### src/rtl/dvp_camera_emulator.sv
// ============================================================================
// Module  : dvp_camera_emulator
// Purpose : OV7670-style DVP transmitter (vsync/href/RGB565 bytes) driven by
//           an internal {y,x} coordinate pattern.
// Options : DVP_EMU_FRAME_TAG_EN - first pixel of each frame carries frame_cnt
// Revision: 1.0 - initial release
// ============================================================================
`default_nettype none

module dvp_camera_emulator #(
  parameter int FRAME_WIDTH    = 640,
  parameter int FRAME_HEIGHT   = 480,
  parameter int VSYNC_CYCLES   = 3,
  parameter int V_BACK_CYCLES  = 17,
  parameter int H_BLANK_CYCLES = 144,
  parameter int V_FRONT_CYCLES = 10
) (
  input  logic        clk,
  input  logic        reset_p,
  input  logic        enable,
  output logic        cam_vsync,
  output logic        href,
  output logic [7:0]  p_data,
  output logic        frame_done,
  output logic [15:0] frame_cnt,
  output logic        busy
);

  localparam logic [2:0] c_IDLE    = 3'd0;
  localparam logic [2:0] c_VSYNC   = 3'd1;
  localparam logic [2:0] c_V_BACK  = 3'd2;
  localparam logic [2:0] c_LINE    = 3'd3;
  localparam logic [2:0] c_H_BLANK = 3'd4;
  localparam logic [2:0] c_V_FRONT = 3'd5;

  localparam logic [15:0] c_VSYNC_LAST   = 16'(VSYNC_CYCLES - 1);
  localparam logic [15:0] c_V_BACK_LAST  = 16'(V_BACK_CYCLES - 1);
  localparam logic [15:0] c_LINE_LAST    = 16'(2 * FRAME_WIDTH - 1);
  localparam logic [15:0] c_H_BLANK_LAST = 16'(H_BLANK_CYCLES - 1);
  localparam logic [15:0] c_V_FRONT_LAST = 16'(V_FRONT_CYCLES - 1);
  localparam logic [9:0]  c_Y_LAST       = 10'(FRAME_HEIGHT - 1);

  logic [2:0]  r_state;
  logic [15:0] r_cnt;
  logic [9:0]  r_y;
  logic        r_vsync;
  logic        r_href;
  logic [7:0]  r_pdata;
  logic        r_frame_done;
  logic [15:0] r_frame_cnt;
  logic        r_busy;

  logic [2:0]  w_state_nxt;
  logic [15:0] w_cnt_nxt;
  logic [9:0]  w_y_nxt;
  logic [9:0]  w_x_nxt;
  logic [15:0] w_pixel;
  logic [7:0]  w_byte;
  logic        w_frame_end;

  // Next-state view; outputs are registered from it so they line up with state.
  always_comb begin
    w_state_nxt = r_state;
    w_cnt_nxt   = r_cnt + 16'd1;
    w_y_nxt     = r_y;
    case (r_state)
      c_IDLE: begin
        w_cnt_nxt = '0;
        if (enable) w_state_nxt = c_VSYNC;
      end
      c_VSYNC: begin
        if (r_cnt == c_VSYNC_LAST) begin
          w_state_nxt = c_V_BACK;
          w_cnt_nxt   = '0;
        end
      end
      c_V_BACK: begin
        if (r_cnt == c_V_BACK_LAST) begin
          w_state_nxt = c_LINE;
          w_cnt_nxt   = '0;
          w_y_nxt     = '0;
        end
      end
      c_LINE: begin
        if (r_cnt == c_LINE_LAST) begin
          w_cnt_nxt   = '0;
          w_state_nxt = (r_y < c_Y_LAST) ? c_H_BLANK : c_V_FRONT;
        end
      end
      c_H_BLANK: begin
        if (r_cnt == c_H_BLANK_LAST) begin
          w_state_nxt = c_LINE;
          w_cnt_nxt   = '0;
          w_y_nxt     = r_y + 10'd1;
        end
      end
      c_V_FRONT: begin
        if (r_cnt == c_V_FRONT_LAST) begin
          w_state_nxt = c_IDLE;
          w_cnt_nxt   = '0;
        end
      end
      default: begin
        w_state_nxt = c_IDLE;
        w_cnt_nxt   = '0;
      end
    endcase
  end

  // Byte phase is the LSB of the line count; the rest is the pixel column.
  always_comb begin
    w_x_nxt = w_cnt_nxt[10:1];
    w_pixel = {w_y_nxt[5:0], w_x_nxt};
`ifdef DVP_EMU_FRAME_TAG_EN
    if ((w_x_nxt == 10'd0) && (w_y_nxt == 10'd0)) w_pixel = r_frame_cnt;
`endif
    w_byte      = w_cnt_nxt[0] ? w_pixel[7:0] : w_pixel[15:8];
    w_frame_end = (r_state == c_LINE) && (w_state_nxt == c_V_FRONT);
  end

  always_ff @(posedge clk or posedge reset_p) begin
    if (reset_p) begin
      r_state      <= c_IDLE;
      r_cnt        <= '0;
      r_y          <= '0;
      r_vsync      <= 1'b0;
      r_href       <= 1'b0;
      r_pdata      <= '0;
      r_frame_done <= 1'b0;
      r_frame_cnt  <= '0;
      r_busy       <= 1'b0;
    end else begin
      r_state      <= w_state_nxt;
      r_cnt        <= w_cnt_nxt;
      r_y          <= w_y_nxt;
      r_vsync      <= (w_state_nxt == c_VSYNC);
      r_href       <= (w_state_nxt == c_LINE);
      r_pdata      <= (w_state_nxt == c_LINE) ? w_byte : 8'h00;
      r_frame_done <= w_frame_end;
      if (w_frame_end) r_frame_cnt <= r_frame_cnt + 16'd1;
      r_busy       <= (w_state_nxt != c_IDLE);
    end
  end

  assign cam_vsync  = r_vsync;
  assign href       = r_href;
  assign p_data     = r_pdata;
  assign frame_done = r_frame_done;
  assign frame_cnt  = r_frame_cnt;
  assign busy       = r_busy;

endmodule

`default_nettype wire

### config.mk
export PLATFORM = sky130hd
export DESIGN_NAME = dvp_camera_emulator
export DESIGN_NICKNAME = d
export VERILOG_FILES = /design/src/rtl/dvp_camera_emulator.sv
export SDC_FILE = /design/constraint.sdc
export NUM_CORES = 1
export LEC_CHECK = 0
export CORE_ASPECT_RATIO = 0.7
export CORE_MARGIN = 2
export CORE_UTILIZATION = 60
export DETAILED_ROUTE_END_ITERATION = 6
export PLACE_DENSITY = 0.93
export RECOVER_POWER = 100
export SYNTH_ARGS = -nofsm -noshare
export SYNTH_HDL_FRONTEND = slang
export SYNTH_SLANG_ARGS = --single-unit
### constraint.sdc
create_clock -name clk -period 4.1 [get_ports clk]
set_clock_uncertainty 0.05 [all_clocks]
set_input_delay 1.025 -clock clk [delete_from_list [all_inputs] [get_ports clk]]
set_output_delay 1.025 -clock clk [all_outputs]
set_load 0.01 [all_outputs]
==> results of run 1 <==
-- worst register-to-register path: stages, from the launching register on --
cell and delay, ns:
dfrtp_1 0.48, inv_1 0.13, ha_1 0.21, and3b_1 0.16, and4b_1 0.22, nand2b_1 0.30, and3_1 0.38, clkinvlp_2 0.25
or3_1 0.42, nand3_1 0.19, mux2_1 0.34
-- power groups by stage --
stage	clock [mW]	sequential, mW	combinational, mW
4_1_cts	0.561	0.689	0.445
2_1_floorplan	0	0.681	0.327
5_1_grt	0.589	0.699	0.462
6_report	0.552	0.690	0.419
3_5_place_dp	0	0.699	0.442
3_3_place_gp	0	0.695	0.422
-- final timing paths --
check / start / end / depth (start not counted)
worst max register to register: r_cnt[0] / frame_cnt[1] / 10
max in group asynchronous: reset_p / r_cnt[0] / 3
worst max-delay path: r_cnt[0] / frame_cnt[1] / 10
min in group asynchronous: reset_p / r_y[6] / 2
worst min register to register: frame_cnt[15] / frame_cnt[15] / 1
worst min-delay path: frame_cnt[15] / frame_cnt[15] / 1
-- placed cells by master, fill, tap and decap left out, types with 3 or more instances in the layout --
cell type and instances:
a211oi_1 6, a21oi_1 4, a31oi_1 3, and2_0 3, and2_1 3, and3_1 11, and4_1 3, clkbuf_8 13
dfrtp_1 57, dlygate4sd3_1 30, ha_1 6, inv_1 6, mux2i_1 5, nand2_1 19, nand3_1 26, nand4_1 12
nor2_1 33, nor2b_1 3, nor3_1 5, nor4b_1 3, o21ai_0 4, or3_1 4, xnor2_1 26, xor2_1 5
-- synth_stat cells (2+ instances only) --
| cell | n |
|---|---|
| a211oi_1 | 6 |
| a21oi_1 | 4 |
| a31oi_1 | 3 |
| and2_1 | 6 |
| and3_1 | 11 |
| and3b_1 | 2 |
| and4_1 | 3 |
| buf_2 | 2 |
| clkbuf_1 | 13 |
| dfrtp_1 | 57 |
| ha_1 | 6 |
| inv_1 | 6 |
| mux2i_1 | 5 |
| nand2_1 | 19 |
| nand2b_1 | 2 |
| nand3_1 | 25 |
| nand4_1 | 12 |
| nor2_1 | 33 |
| nor2b_1 | 3 |
| nor3_1 | 5 |
| nor4b_1 | 3 |
| o21ai_0 | 4 |
| or3_1 | 3 |
| xnor2_1 | 26 |
| xor2_1 | 5 |
-- stage by stage --
stage | total power [mW] | util (%) | hold WS (ns) | cells
final | 1.66 | 71.7 | 0.417 | 372
after global routing | 1.75 | 71.7 | 0.453 | 372
after CTS | 1.69 | 72.3 | 0.426 | 372
after detailed placement | 1.14 | 67.7 | 0.417 | 357
after global placement | 1.12 | 67.7 | 0.411 | 357
after floorplan | 1.01 | - | 0.419 | 285
-- cell families (layout without fill, tap and decap cells) --
logic type                 Yosys count  in the layout  synth area share [%]
and+or+nand+nor                    139            139                  27.1
DFF                                 57             57                  49.6
xor gates and xnor gates            31             31                  9.44
buffers and inverters               24             54                  3.70
AOI/OAI and AO/OA                   22             22                  5.40
adders and majority gates            6              6                  2.61
muxes                                6              6                  2.13
-- per-layer routing --
metal	part of all wire, %	track usage, %	wire length [um]
met5	0	0	0
met1	44	36.3	2900
met3	7.8	9.78	511
met2	47	40.2	3070
met4	1.5	12.1	102
-- registers in the layout (all words and copies together), names as in the netlist --
signal / count
frame_cnt: 16
r_cnt: 16
r_y: 10
p_data: 8
r_state: 3
busy: 1
cam_vsync: 1
frame_done: 1
href: 1
-- layout make-up --
| type | instances | area [um^2] |
|---|---|---|
| Multi-Input combinational cell | 204 | 1320 |
| Clock inverter | 2 | 35.0 |
| Inverter | 7 | 27.5 |
| Sequential cell | 57 | 1430 |
| Timing Repair Buffer | 32 | 308 |
| Clock buffer | 13 | 179 |
| Tap cell | 57 | 71.3 |
| Fill cell | 316 | 1330 |
==> impl_metrics.yaml, run 1 <==
setup_path:
  cp_top_family: "simple AND/OR/NAND/NOR gates"
  path_max_fanout: 11
  crit_chain: "inv_1, ha_1, and3b_1, and4b_1, nand2b_1, and3_1, clkinvlp_2, or3_1, nand3_1, mux2_1"
  crit_required_ns: 4.27
  cp-end-kind: "flip-flop"
  max_stage_delay_ns: 0.48
  cp-start-kind: "flip-flop"
  cp_num_buf_inv: 2
  critPathKind: "reg -> reg"
  cp_data_arrival_time_ns: 3.42
  slowest_stage: "dfrtp_1"
  reg2reg_slack_ns: 0.85
floorplanning:
  io_pins: 31
  fp.dieArea_mm2: 0.00537
  start_util_pct: 61.1
  die_h_um: 61.9
  coreArea_mm2: 0.00470
  die_w_um: 86.7
  rows: 21
yosys:
  syn_nets: 294
  synth_ff_type: "dfrtp_1"
  synth_cells: 285
  synth_top_cell_by_area: "dfrtp_1"
  synthesis.area_mm2: 0.00288
  async_reset_ff_share_pct: 100
  synth_area_leaders: "dfrtp_1 (50%), xnor2_1 (7.9%), nand3_1 (4.4%)"
  seq_area_frac_synth_pct: 49.6
  synth_top_area_share_pct: 49.6
  yosys_warnings: 0
  yosys.cell_types.count: 46
  syn_area_per_cell_um2: 10.1
  synth.ff_latch_count: 57
  synth_edf_count: 0
global_route:
  grt_use_total_pct: 27.1
  antenna_found_initial: 0
  grt_pass1_wl_um: 10600
  overflow: 0
  grt_pass1_vias: 2155
  grt_max_degree: 46
cts:
  clock_path_buffers: 2
  cts_tree: "built"
  cts.repair.resized: 0
  cts_setup_buffers: 0
  ctsHoldBuffers: 0
  clock_latency_ns: 0.34
  h-tree-depth: 3
  ctsRootBufferMaster: "clkbuf_8"
  clk_pin_slew_ns: 0.06
  cts_sinks: 57
  numCtsBuffers: 9
route:
  wirelength_um: 6580
  wire_per_inst_um: 17.7
  vias_per_cell: 6.13
  antenna_left: 0
  drc: 0
  first_iter_violations: 184
  vias: 2281
  dr.pass1.iters: 5
timing:
  period_share_pct: 79.2
  finalSetupTns_ns: 0
  slew_viol_final: 46
  fin_ws_ns: 0.854
  period_minus_slack_ns: 3.25
  setup_viol: 0
  rsz0062_at_grt: "false"
  relSlewSlack_pct: -7.50
  hold_viol: 0
  fmax_mhz: 308
  worstMarginPinSlew_ns: 1.61
final_layout:
  stdcell_area_mm2: 0.00337
  final_nets: 320
  antenna_cells: 0
  syn2layout_area_growth_pct: 17.2
  drive_above_1_share_pct: 6.67
outcome:
  violations: "capacitance limit, slew limit"
  status: "finished, violations left"
place:
  place_hpwl_um: 4610
  portBuffers: 30
  place.gp.congestion: 0.929
  placed_cell_area_mm2: 0.00318
  dp_slack_ns: 1.09
power_and_ir_drop:
  p_per_area_mw_per_mm2: 493
  p_comb_share_pct: 25.2
  cellInternalPower_mw: 1.14
  p_sw_share_pct: 31.5
  power_frac_clock_pct: 33.3
  power_switching_uw: 524
  leakage_nw: 1.57
  max-vdd-ir-drop_v: 0.000389
  power.share.sequential_pct: 41.5
hold_path:
  min_path_type: "reg -> reg"
run:
  maxCapViolCount: 1
Note: power is estimated with default switching activity, not from simulation.
==> inputs of run 2 (changes only) <==
--- a/config.mk
+++ b/config.mk
@@ -7,9 +7,9 @@
 export LEC_CHECK = 0
 export CORE_ASPECT_RATIO = 0.7
 export CORE_MARGIN = 2
-export CORE_UTILIZATION = 60
+export CORE_UTILIZATION = 51
 export DETAILED_ROUTE_END_ITERATION = 6
-export PLACE_DENSITY = 0.93
+export PLACE_DENSITY = 0.85
 export RECOVER_POWER = 100
 export SYNTH_ARGS = -nofsm -noshare
 export SYNTH_HDL_FRONTEND = slang
==> constraint.sdc (replaced) <==
create_clock -name clk -period 2.8 [get_ports clk]
set_clock_uncertainty 0.05 [all_clocks]
set_input_delay 0.7 -clock clk [delete_from_list [all_inputs] [get_ports clk]]
set_output_delay 0.7 -clock clk [all_outputs]
set_load 0.01 [all_outputs]
==> run 2 against run 1 <==
  * The run now ends clean
  * Sequential share of layout area decreased by 1.2 points
  * Routed wire length decreased by 5.1%
  * Global-route usage decreased by 4.8 points
  * Combinational power increased by 58%
  * Utilization decreased by 6.6 points
  * Maximum frequency increased by 21%
  * Critical path type unchanged
==> impl_metrics.yaml, run 2 (synthesis gave the netlist of run 1 again) <==
outcome:
  status: "completed"
global_route:
  grt_pass1_wl_um: 10300
  overflow: 0
  grt_use_total_pct: 22.2
  grt_max_degree: 34
  antenna_found_initial: 0
  grt_pass1_vias: 2136
floorplanning:
  io_pins: 31
  die_w_um: 93.7
  coreArea_mm2: 0.00534
  die_h_um: 66.8
  start_util_pct: 53.8
  fp.dieArea_mm2: 0.00626
  rows: 22
final_layout:
  fin_cells: 394
  final_common_cell: "dfrtp_1"
  antenna_cells: 0
  finalCoreUtilization_pct: 65.0
  most-common-layout-cells: "dfrtp_1 (57), nor2_1 (33), dlygate4sd3_1 (29)"
  syn2layout_area_growth_pct: 20.8
  final_nets: 326
  drive_above_1_share_pct: 9.01
run:
  maxCapViolCount: 0
route:
  vias: 2230
  dr.pass1.iters: 5
  first_iter_violations: 188
  antenna_left: 0
  wirelength_um: 6250
  vias_per_cell: 5.66
  wire_per_inst_um: 15.9
  drc: 0
timing:
  setup_viol: 0
  period_share_pct: 95.8
  slew_viol_final: 0
  finalSetupTns_ns: 0
  period_minus_slack_ns: 2.68
  hold_viol: 0
  rsz0062_at_grt: "false"
  worstMarginPinSlew_ns: 0.927
  relSlewSlack_pct: 38.1
  fmax_mhz: 373
power_and_ir_drop:
  p_per_area_mw_per_mm2: 751
  max-vdd-ir-drop_v: 0.000758
  leakage_nw: 1.61
setup_path:
  cp-end-kind: "flip-flop"
  crit_required_ns: 2.98
  critPathKind: "reg -> reg"
  cp_data_arrival_time_ns: 2.86
  path_max_fanout: 5
  cp-start-kind: "flip-flop"
place:
  place.gp.congestion: 0.919
  portBuffers: 30
  post-place-cells: 378
  place_hpwl_um: 4490
cts:
  ctsHoldBuffers: 0
  cts_setup_buffers: 0
  cts_tree: "built"
  h-tree-depth: 3
  cts_sinks: 57
  clk_pin_slew_ns: 0.07
  numCtsBuffers: 9
  clock_latency_ns: 0.35
  ctsRootBufferMaster: "clkbuf_8"
  clock_path_buffers: 2
  cts.repair.resized: 0
hold_path:
  min_path_type: "reg -> reg"
-- run 2: changes by cell type in the layout (fill, tap and decap cells not counted), sizes merged --
cell,before,now
buf,0,2
clkbuf,15,17
bufinv,1,3
inv,6,7
clkdlybuf4s50,0,1
dlygate4sd3,30,29
-- run 2: routing by layer --
metal	wire (um)	share of wire (%)	vias to the layer above	global-route usage, %
li1	-	-	1054	-
met1	3110	50	1097	31.3
met2	2730	44	74	31.5
met3	339	5.4	5	8.14
met4	78	1.2	0	7.79
met5	0	0	-	0
-- run 2: power by group --
group | switching (mW) | internal, mW
combinational | 0.374 | 0.289
clock | 0.325 | 0.614
sequential | 0.0928 | 0.914
total | 0.791 | 1.82
-- run 2: final timing paths --
path	slack, ns	cells after the start	from	to
worst max register to register	0.12	8	r_cnt[9]	frame_cnt[1]
max in group asynchronous	0.46	3	reset_p	r_cnt[11]
min in group asynchronous	0.93	2	reset_p	r_y[7]
worst max-delay path	0.12	8	r_cnt[9]	frame_cnt[1]
worst min-delay path	0.43	1	frame_cnt[15]	frame_cnt[15]
worst min register to register	0.43	1	frame_cnt[15]	frame_cnt[15]
-- run 2: per-stage QoR --
step	total power, mW	worst slack (ns)	cell area [um^2]	hold WS [ns]
floorplan	1.48	0.199	2880	0.419
detailed placement	1.72	0.140	3260	0.420
global placement	1.70	0.202	3260	0.409
global route	2.75	0.00673	3470	0.443
finish	2.61	0.118	3470	0.431
CTS	2.67	0.121	3500	0.438
-- run 2: layout make-up --
| class | count | area, um^2 |
|---|---|---|
| Timing Repair Buffer | 38 | 342 |
| Fill cell | 425 | 1870 |
| Clock buffer | 11 | 141 |
| Sequential cell | 57 | 1430 |
| Clock inverter | 5 | 103 |
| Inverter | 7 | 28.8 |
| Multi-Input combinational cell | 204 | 1340 |
| Tap cell | 72 | 90.1 |
-- run 2: worst max-delay path, stage by stage (launching register included) --
cell      delay (ns)
dfrtp_1         0.43
or4_4           0.53
and4bb_4        0.35
or2b_4          0.14
and3_1          0.24
inv_4           0.05
or3_4           0.34
nand3_2         0.12
mux2_1          0.33
